`src/rtl/finalproject_pkg.sv`:
```
// Shared constants for the final-project draw pipeline: arbiter state
// encoding, VGA coordinate/colour widths and the default watchdog limit.
package finalproject_pkg;

  localparam logic [1:0] IDLE    = 2'd0;
  localparam logic [1:0] GRANT   = 2'd1;
  localparam logic [1:0] RELEASE = 2'd2;

  localparam int PIX_X_W = 8;
  localparam int PIX_Y_W = 7;
  localparam int PIX_C_W = 3;

  localparam int DEF_MAX_HOLD = 1024;

endpackage

```
`src/rtl/plot_arbiter_if.sv`:
```
// Bundle between the draw engines (master side) and plot_arbiter (slave side),
// including the forwarded pixel stream headed for vga_adapter.
interface plot_arbiter_if
  import finalproject_pkg::*;
#(
  parameter int N_REQ = 4,
  parameter int X_W   = PIX_X_W,
  parameter int Y_W   = PIX_Y_W,
  parameter int C_W   = PIX_C_W
);

  localparam int OW = $clog2(N_REQ);

  logic [N_REQ-1:0]     req;
  logic [N_REQ-1:0]     done;
  logic [N_REQ*X_W-1:0] px;
  logic [N_REQ*Y_W-1:0] py;
  logic [N_REQ*C_W-1:0] pcol;
  logic [N_REQ-1:0]     pplot;

  logic [N_REQ-1:0]     gnt;
  logic [OW-1:0]        owner;
  logic                 busy;
  logic [X_W-1:0]       x;
  logic [Y_W-1:0]       y;
  logic [C_W-1:0]       colour;
  logic                 plot;
  logic                 timeout;

  modport master (
    output req, done, px, py, pcol, pplot,
    input  gnt, owner, busy, x, y, colour, plot, timeout
  );

  modport slave (
    input  req, done, px, py, pcol, pplot,
    output gnt, owner, busy, x, y, colour, plot, timeout
  );

endinterface

```
`src/rtl/plot_arbiter_rr_picker.sv`:
```
// Combinational rotating-priority encoder: the first set request found
// starting at rr_ptr and wrapping round wins.
module rr_picker #(
  parameter int N_REQ = 4,
  parameter int OW    = $clog2(N_REQ)
) (
  input  logic [N_REQ-1:0] req,
  input  logic [OW-1:0]    rr_ptr,
  output logic             valid,
  output logic [N_REQ-1:0] onehot,
  output logic [OW-1:0]    idx
);

  // Scan from the far end back towards rr_ptr so the closest hit lands last.
  always_comb begin
    valid = 1'b0;
    idx   = '0;
    for (int k = N_REQ - 1; k >= 0; k--) begin
      int c;
      c = (int'(rr_ptr) + k) % N_REQ;
      if (req[c[OW-1:0]]) begin
        valid = 1'b1;
        idx   = c[OW-1:0];
      end
    end
    onehot = valid ? (N_REQ'(1) << idx) : '0;
  end

endmodule

```
`src/rtl/plot_arbiter.sv`:
```
// Round-robin owner of the single vga_adapter plot port; the owning engine
// keeps it for a whole burst and its pixels pass through one register stage.
module plot_arbiter
  import finalproject_pkg::*;
#(
  parameter int N_REQ    = 4,
  parameter int X_W      = PIX_X_W,
  parameter int Y_W      = PIX_Y_W,
  parameter int C_W      = PIX_C_W,
  parameter int MAX_HOLD = DEF_MAX_HOLD
) (
  input  logic          clk,
  input  logic          reset,
  plot_arbiter_if.slave bus
);

  localparam int OW   = $clog2(N_REQ);
  localparam int HC_W = (MAX_HOLD >= 2) ? $clog2(MAX_HOLD) : 1;
  localparam logic [HC_W-1:0] HOLD_LAST = HC_W'((MAX_HOLD > 0) ? MAX_HOLD - 1 : 0);

  logic [1:0]       state;
  logic [OW-1:0]    rr_ptr;
  logic [HC_W-1:0]  hold_cnt;
  logic [N_REQ-1:0] gnt_q;
  logic [OW-1:0]    owner_q;
  logic             busy_q;
  logic [X_W-1:0]   x_q;
  logic [Y_W-1:0]   y_q;
  logic [C_W-1:0]   colour_q;
  logic             plot_q;
  logic             timeout_q;

  logic             pick_valid;
  logic [N_REQ-1:0] pick_onehot;
  logic [OW-1:0]    pick_idx;

  logic own_done;
  logic own_req;
  logic own_plot;
  logic hold_expired;

  rr_picker #(.N_REQ(N_REQ), .OW(OW)) u_picker (
    .req    (bus.req),
    .rr_ptr (rr_ptr),
    .valid  (pick_valid),
    .onehot (pick_onehot),
    .idx    (pick_idx)
  );

  assign own_done     = bus.done[owner_q];
  assign own_req      = bus.req[owner_q];
  assign own_plot     = bus.pplot[owner_q];
  assign hold_expired = (MAX_HOLD != 0) && (hold_cnt == HOLD_LAST);

  // Exit priority in GRANT is done, then abort, then watchdog; only done
  // still forwards its final pixel.
  always_ff @(posedge clk) begin
    if (reset) begin
      state     <= IDLE;
      rr_ptr    <= '0;
      hold_cnt  <= '0;
      gnt_q     <= '0;
      owner_q   <= '0;
      busy_q    <= 1'b0;
      x_q       <= '0;
      y_q       <= '0;
      colour_q  <= '0;
      plot_q    <= 1'b0;
      timeout_q <= 1'b0;
    end else begin
      timeout_q <= 1'b0;
      case (state)
        IDLE: begin
          plot_q <= 1'b0;
          if (pick_valid) begin
            gnt_q    <= pick_onehot;
            owner_q  <= pick_idx;
            busy_q   <= 1'b1;
            hold_cnt <= '0;
            state    <= GRANT;
          end
        end
        GRANT: begin
          hold_cnt <= hold_cnt + 1'b1;
          if (!own_done && !own_req) begin
            plot_q <= 1'b0;
          end else if (!own_done && hold_expired) begin
            plot_q    <= 1'b0;
            timeout_q <= 1'b1;
          end else begin
            plot_q <= own_plot;
            if (own_plot) begin
              x_q      <= bus.px[owner_q*X_W +: X_W];
              y_q      <= bus.py[owner_q*Y_W +: Y_W];
              colour_q <= bus.pcol[owner_q*C_W +: C_W];
            end
          end
          if (own_done || !own_req || hold_expired) begin
            gnt_q  <= '0;
            busy_q <= 1'b0;
            state  <= RELEASE;
          end
        end
        RELEASE: begin
          plot_q <= 1'b0;
          rr_ptr <= (owner_q == OW'(N_REQ - 1)) ? '0 : owner_q + 1'b1;
          state  <= IDLE;
        end
        default: begin
          plot_q <= 1'b0;
          state  <= IDLE;
        end
      endcase
    end
  end

  assign bus.gnt     = gnt_q;
  assign bus.owner   = owner_q;
  assign bus.busy    = busy_q;
  assign bus.x       = x_q;
  assign bus.y       = y_q;
  assign bus.colour  = colour_q;
  assign bus.plot    = plot_q;
  assign bus.timeout = timeout_q;

endmodule

```
`src/flat_wrapper.sv`:
```
// flat-port wrapper written by rule: the top's interface ports become plain ports
module plot_arbiter_flat import finalproject_pkg::*;
#(
  parameter int N_REQ    = 4,
  parameter int X_W      = PIX_X_W,
  parameter int Y_W      = PIX_Y_W,
  parameter int C_W      = PIX_C_W,
  parameter int MAX_HOLD = DEF_MAX_HOLD
)
  (clk, reset, bus_req, bus_done, bus_px, bus_py, bus_pcol, bus_pplot, bus_gnt, bus_owner, bus_busy, bus_x, bus_y, bus_colour, bus_plot, bus_timeout);
  plot_arbiter_if #(.N_REQ(N_REQ), .X_W(X_W), .Y_W(Y_W), .C_W(C_W)) bus_i ();
  input  logic clk;
  input  logic reset;
  input wire logic [$bits(bus_i.req)-1:0] bus_req;
  input wire logic [$bits(bus_i.done)-1:0] bus_done;
  input wire logic [$bits(bus_i.px)-1:0] bus_px;
  input wire logic [$bits(bus_i.py)-1:0] bus_py;
  input wire logic [$bits(bus_i.pcol)-1:0] bus_pcol;
  input wire logic [$bits(bus_i.pplot)-1:0] bus_pplot;
  output wire logic [$bits(bus_i.gnt)-1:0] bus_gnt;
  output wire logic [$bits(bus_i.owner)-1:0] bus_owner;
  output wire logic [$bits(bus_i.busy)-1:0] bus_busy;
  output wire logic [$bits(bus_i.x)-1:0] bus_x;
  output wire logic [$bits(bus_i.y)-1:0] bus_y;
  output wire logic [$bits(bus_i.colour)-1:0] bus_colour;
  output wire logic [$bits(bus_i.plot)-1:0] bus_plot;
  output wire logic [$bits(bus_i.timeout)-1:0] bus_timeout;
  assign bus_i.req = bus_req;
  assign bus_i.done = bus_done;
  assign bus_i.px = bus_px;
  assign bus_i.py = bus_py;
  assign bus_i.pcol = bus_pcol;
  assign bus_i.pplot = bus_pplot;
  assign bus_gnt = bus_i.gnt;
  assign bus_owner = bus_i.owner;
  assign bus_busy = bus_i.busy;
  assign bus_x = bus_i.x;
  assign bus_y = bus_i.y;
  assign bus_colour = bus_i.colour;
  assign bus_plot = bus_i.plot;
  assign bus_timeout = bus_i.timeout;
  plot_arbiter #(.N_REQ(N_REQ), .X_W(X_W), .Y_W(Y_W), .C_W(C_W), .MAX_HOLD(MAX_HOLD)) u_core (.clk(clk), .reset(reset), .bus(bus_i));
endmodule
```
`config.mk`:
```
export PLATFORM = sky130hd
export DESIGN_NAME = plot_arbiter_flat
export DESIGN_NICKNAME = d
export VERILOG_FILES = /design/src/rtl/finalproject_pkg.sv /design/src/rtl/plot_arbiter_if.sv /design/src/rtl/plot_arbiter_rr_picker.sv /design/src/rtl/plot_arbiter.sv /design/src/flat_wrapper.sv
export SDC_FILE = /design/constraint.sdc
export NUM_CORES = 1
export LEC_CHECK = 0
export BUFFER_PORTS_ARGS = -buffer_cell sky130_fd_sc_hd__buf_4
export CORE_MARGIN = 2
export CORE_UTILIZATION = 47
export CTS_BUF_LIST = sky130_fd_sc_hd__clkbuf_16
export DETAILED_ROUTE_END_ITERATION = 10
export PLACE_DENSITY_LB_ADDON = 0.08
export REMOVE_ABC_BUFFERS = 1
export SKIP_LAST_GASP = 1
export SLEW_MARGIN = 15
export SYNTH_ARGS = -nofsm -noshare
export SYNTH_HDL_FRONTEND = slang
export SYNTH_SLANG_ARGS = --single-unit
```
`constraint.sdc`:
```
create_clock -name clk -period 2.35 [get_ports clk]
set_input_delay 0.47 -clock clk [delete_from_list [all_inputs] [get_ports clk]]
set_output_delay 0.47 -clock clk [all_outputs]
set_load 0.03 [all_outputs]
```
[Word-level counts from Yosys, hierarchy flattened]
Index checks and enable logic that the tools add are counted.
W data, S select, Z words.
Word-level totals
  register bits: 41
  bits in latches: 0
  RAM bits: 0
  memory bits (read-only): 0
  input bits: 86
  output and inout bits: 27
  word-level logic and storage cells: 86
  memories kept: 0
Operators by class
  add/sub/neg operators: 5
  $mul: 2
  divide/modulo/power cells: 0
  order comparisons: 5
  equal/unequal tests: 6
  shift operators: 4
  muxes and demuxes: 35
  bitwise operators: 3
  reductions and logical operators: 15
Operators with widths (count)
  $shiftx A32 B6 Y8: 1
  $shiftx A28 B6 Y7: 1
  $pmux W10 S2: 1
  $lt A2 B3 Y1 const B: 5
  $bmux W1 S2: 7
  $mux W1: 14
  $mux W2: 7
  $shiftx A12 B5 Y3: 1
  $add A10 B1 Y10 const B: 1
  $eq A10 B10 Y1 const B: 1
  $mux W10: 1
  $mux W4: 2
  $pmux W4 S2: 1
  $reduce_and A2 Y1: 3
  $mul A2 B3 Y5 const B: 1
  $add A2 B1 Y2 const B: 2
  $add A2 B2 Y2 const B: 2
  $eq A2 B2 Y1 const B: 2
  $mul A2 B2 Y4 const B: 1
  $ne A2 B1 Y1 const B: 2
  $pmux W2 S2: 1
  $reduce_and A4 Y1: 1
  $reduce_or A4 Y1: 1
  $shl A1 B2 Y4 const A: 1
  other kinds (10): 15

[Logic depth before layout (Yosys ltp)]
  depth after elaboration: 10
  gate-level depth with buffers: 7
  mapped depth without buffers: 5

[Cells and area by module]
From an unflattened synthesis, not the netlist that was laid out.
Second synthesis, totals
  cells, all modules: 249
  area total of the unflattened synthesis: 2513.7 µm²
Modules (own cells, without submodules)
  plot_arbiter: times used 1, cells each 220, area each 2331.0 µm², seq. area each 820.8 µm²
  rr_picker: times used 1, cells each 29, area each 182.7 µm², seq. area each 0.0 µm²

[Worst setup path before layout]
OpenSTA, ideal clock, no wires.
  path kind: register to register
  from: register u_core.owner_q[0] (netlist: u_core.bus.owner[0])
  to: register u_core.colour_q[0] (netlist: u_core.bus.colour[0])
  library setup time: 0.072 ns
  arrival time: 1.894 ns
  required time: 2.278 ns
  slack: 0.384 ns
  cell stages (with the launch flop): 7
  path buffers: 3
  period minus slack after synthesis: 1.966 ns
  path through: dfxtp_1 > buf_2 > mux4_2 > o211ai_2 > buf_6 > buf_12 > mux2i_1
Between the ends
  longest elaborated chain between the ends: 6
  elaborated cells on any way between the ends: 15
  those cells by class: mul (1); shift (1); mux (6); bitwise (2); reduce/logical (5)
RTL lines
  start, declared: line plot_arbiter.sv:25  | logic [OW-1:0] owner_q;
  start signal, assigned: line plot_arbiter.sv:77  | owner_q <= pick_idx;
  branches (longest 6 deep; another with $mul A2 B2 Y4)
  end signal, assigned: line plot_arbiter.sv:95  | colour_q <= bus.pcol[owner_q*C_W +: C_W];
  end, declared: line plot_arbiter.sv:29  | logic [C_W-1:0] colour_q;
Parallel ways; which one is timed is not known. The select of a mux whose other input is x is not followed.
A chain may end at the register's enable or synchronous reset.

[Worst setup path in the final report]
  from: register u_core.owner_q[0] (netlist: u_core.bus.owner[0])
  to: register u_core.gnt_q[2] (netlist: u_core.bus.gnt[2])
Between the ends
  longest elaborated chain between the ends: 7
  elaborated cells on any way between the ends: 9
  those cells by class: eq/ne (1); mux (4); reduce/logical (4)
RTL lines
  $bmux W1 S2: line plot_arbiter.sv:51  | assign own_req = bus.req[owner_q];
  $mux W1 (not written as such): line plot_arbiter.sv:51
  $logic_not A1 Y1: line plot_arbiter.sv:98  | if (own_done || !own_req || hold_expired) begin
  $logic_or A1 B1 Y1 (*) (2 in series): line plot_arbiter.sv:98
  $ne A2 B1 Y1 (no source line) (*)
  $reduce_and A3 Y1 (no source line) (*)
  end signal, assigned: line plot_arbiter.sv:76  | gnt_q <= pick_onehot;
  end, declared: line plot_arbiter.sv:24  | logic [N_REQ-1:0] gnt_q;
Mark *: on every way between the ends. The rest lies on a longest branch, timed or not. The select of a mux whose other input is x is not followed.

==> results.yml <==
setup_path:
  slowest_delay_ns: 0.58
  endpoint_kind: "flip-flop"
  cp-start-kind: "flip-flop"
  critPathBufInv: 0
  path_cells: "mux4_2 -> nor2b_1 -> a31oi_2 -> o32ai_1"
  worstSetupPathType: "reg -> reg"
  worstPathRequired_ns: 2.53
  path_max_fanout: 6
  crit_family: "multiplexers"
  cp_slowest_cell: "mux4_2"
  arrival_ns: 1.99
sta:
  hold_viol: 0
  drv_slew: 0
  timing.final.crit_period_ns: 1.81
  fmax_mhz: 554
  fin_skew_ns: 0.00602
  slew_headroom: 0.598
  setup_viol: 0
  fin_crit_sh: 0.768
  tightest_slew_ns: 0.587
  rsz0062_at_grt: "no"
clock_tree:
  cts_sinks: 41
  htreeDepth: 2
  cts_resized: 0
  insertion_delay_ns: 0.28
  path_clk_slew_ns: 0.06
  cts_buffers: 5
  tritoncts: "done"
  holdBufCountCts: 0
  cts_buffer_depth: 2
  cts-root-buf: "clkbuf_16"
  postCtsSetupRepairBufs: 0
floorplanning:
  start_util: 0.480
  die_h_um: 75.7
  die_area_mm2: 0.00574
  dieWidth_um: 75.7
  rows: 26
  io_pins: 113
  core_mm2: 0.00504
synthesis:
  async_flop_share: 0
  ys_types: 44
  synth_area_leaders: "dfxtp_1 (34%), mux4_2 (20%), nand2b_1 (11%)"
  ys.flop_type: "dfxtp_1"
  synth_top_area_share: 0.339
  synth.most_common_cell: "nand2b_1"
  synth_seq_cells: 41
  syn_area_per_cell_um2: 10.7
  synth_area_mm2: 0.00242
  synth_edf_count: 0
  seq_area_frac_synth: 0.339
  yosys_warnings: 0
  syn-instance-count: 227
  yosys-top-cells-count: "nand2b_1 (43), dfxtp_1 (41), mux4_2 (21)"
  yosys.area.top_type: "dfxtp_1"
final_layout:
  n_antenna_cell: 0
  num-nets-final: 425
  syn2layout_area_growth_pct: 43.6
  drive_above_1_share: 0.447
  stdcell_count: 408
  final_area_mm2: 0.00347
  fin_util: 0.689
global_routing:
  grt.busiest_layer: "met2"
  grt_use_total: 0.216
  grt_first_pass_wirelength_um: 9340
  use_met3: 0.0503
  antenna_found_initial: 0
  overflow: 0
  use_met2: 0.369
  grt_pass1_vias: 1948
  grt_use_met1: 0.273
  grt_max_degree: 60
routing:
  wirelength_um: 6130
  antenna_left: 0
  drc_errors: 0
  wl_per_cell_um: 15.0
  first_pass_iters: 4
  first_iter_violations: 97
  via_count: 2138
  routed_via_density: 5.24
outcome:
  run_status: "complete, no violations"
place:
  dpl.cell_count: 400
  post_dp_cell_area_mm2: 0.00331
  dp_hpwl_um: 4640
  place_congestion: 0.827
  buffer_ports.inserted: 112
power:
  ir_drop_uv: 420
  power_leakage_nw: 1.50
  power.density_mw_per_mm2: 585
flow_run:
  cap_violations: 0
min_path:
  min_path_type: "reg -> reg"
[flip-flops by register name, indices dropped and copies added, names as in the netlist, 2 cells and up]
register / cells
u_core.bus.gnt: 4
u_core.bus.owner: 2
u_core.rr_ptr: 2
u_core.bus.x: 8
u_core.state: 2
u_core.hold_cnt: 10
u_core.bus.colour: 3
u_core.bus.y: 7
[cell usage in the layout (no fill, tap or decap), types with 2 or more instances in the layout]
| cell | synthesis | layout |
|---|---|---|
| o31ai_1 | 2 | 2 |
| mux4_2 | 21 | 21 |
| mux2i_1 | 20 | 20 |
| a21oi_1 | 9 | 9 |
| o22ai_1 | 2 | 2 |
| dfxtp_1 | 41 | 41 |
| buf_4 | 0 | 115 |
| clkbuf_16 | 0 | 5 |
| nand2_1 | 7 | 7 |
| o21ai_0 | 4 | 4 |
| o32ai_1 | 4 | 4 |
| nand2b_1 | 43 | 43 |
| or4_1 | 2 | 2 |
| inv_1 | 3 | 4 |
| nand3_1 | 5 | 5 |
| nor2_1 | 12 | 12 |
| nand4_1 | 2 | 2 |
| nor3_1 | 2 | 2 |
| or3_1 | 4 | 4 |
| xnor2_1 | 2 | 2 |
| nor2b_1 | 5 | 5 |
| ha_1 | 2 | 2 |
| o211ai_2 | 2 | 2 |
| nor4_1 | 2 | 2 |
[metrics by stage]
step | setup slack, ns | hold slack, ns | TNS (ns) | power [mW]
6_report | 0.545 | 0.476 | 0 | 2.03
5_1_grt | 0.384 | 0.496 | 0 | 2.12
4_1_cts | 0.527 | 0.481 | 0 | 2.05
3_5_place_dp | 0.390 | 0.470 | 0 | 1.29
3_3_place_gp | 0.418 | 0.461 | 0 | 1.29
2_1_floorplan | -0.716 | 0.461 | -14.51 | 1.07
[path summary, 6_finish.rpt]
kind                                    start                             end  cells past startpoint  slack [ns]
max reg2reg  u_core.bus.owner[0]$_SDFFE_PP0P_  u_core.bus.gnt[2]$_SDFFE_PP0P_                      4        0.54
min reg2reg      u_core.bus.y[4]$_SDFFE_PP0P_    u_core.bus.y[4]$_SDFFE_PP0P_                      2        0.48
min              u_core.bus.y[4]$_SDFFE_PP0P_    u_core.bus.y[4]$_SDFFE_PP0P_                      2        0.48
max          u_core.bus.owner[0]$_SDFFE_PP0P_  u_core.bus.gnt[2]$_SDFFE_PP0P_                      4        0.54
[routing by layer]
metal | routed length [um] | vias to the layer above
met5 | 0 | -
met4 | 68 | 0
met3 | 391 | 7
met2 | 3030 | 54
met1 | 2640 | 1004
li1 | - | 1073
[where the power goes]
group,internal (mW),switching (mW),total [mW]
clock network,0.493,0.263,0.756
logic,0.277,0.237,0.514
registers,0.734,0.0296,0.764
total,1.50,0.529,2.03
[cell families after synthesis]
group / Yosys count / synth area share
AND/OR/NAND/NOR: 89 / 0.214
multiplexers: 42 / 0.283
flip-flops: 41 / 0.339
AO/OA/AOI/OAI: 35 / 0.109
buffers and inverters: 16 / 0.0372
XOR/XNOR: 2 / 0.00724
adder cells (fa/ha/maj): 2 / 0.0103
[tightest hold or removal path: cells and delay by family (launching register included)]
family,cells,cell delay [ns]
and+or+nand+nor,1,0.06
muxes,1,0.06
DFF,1,0.31
[final cells by class]
class	instances	area (um2)
clock buffer	5	125
clock inverter	3	37.5
fill	409	1570
inverter	3	11.3
multi-input combinational	170	1510
sequential	41	821
tap	70	87.6
timing repair buffer	116	883
(Power assumes the default switching activity.)
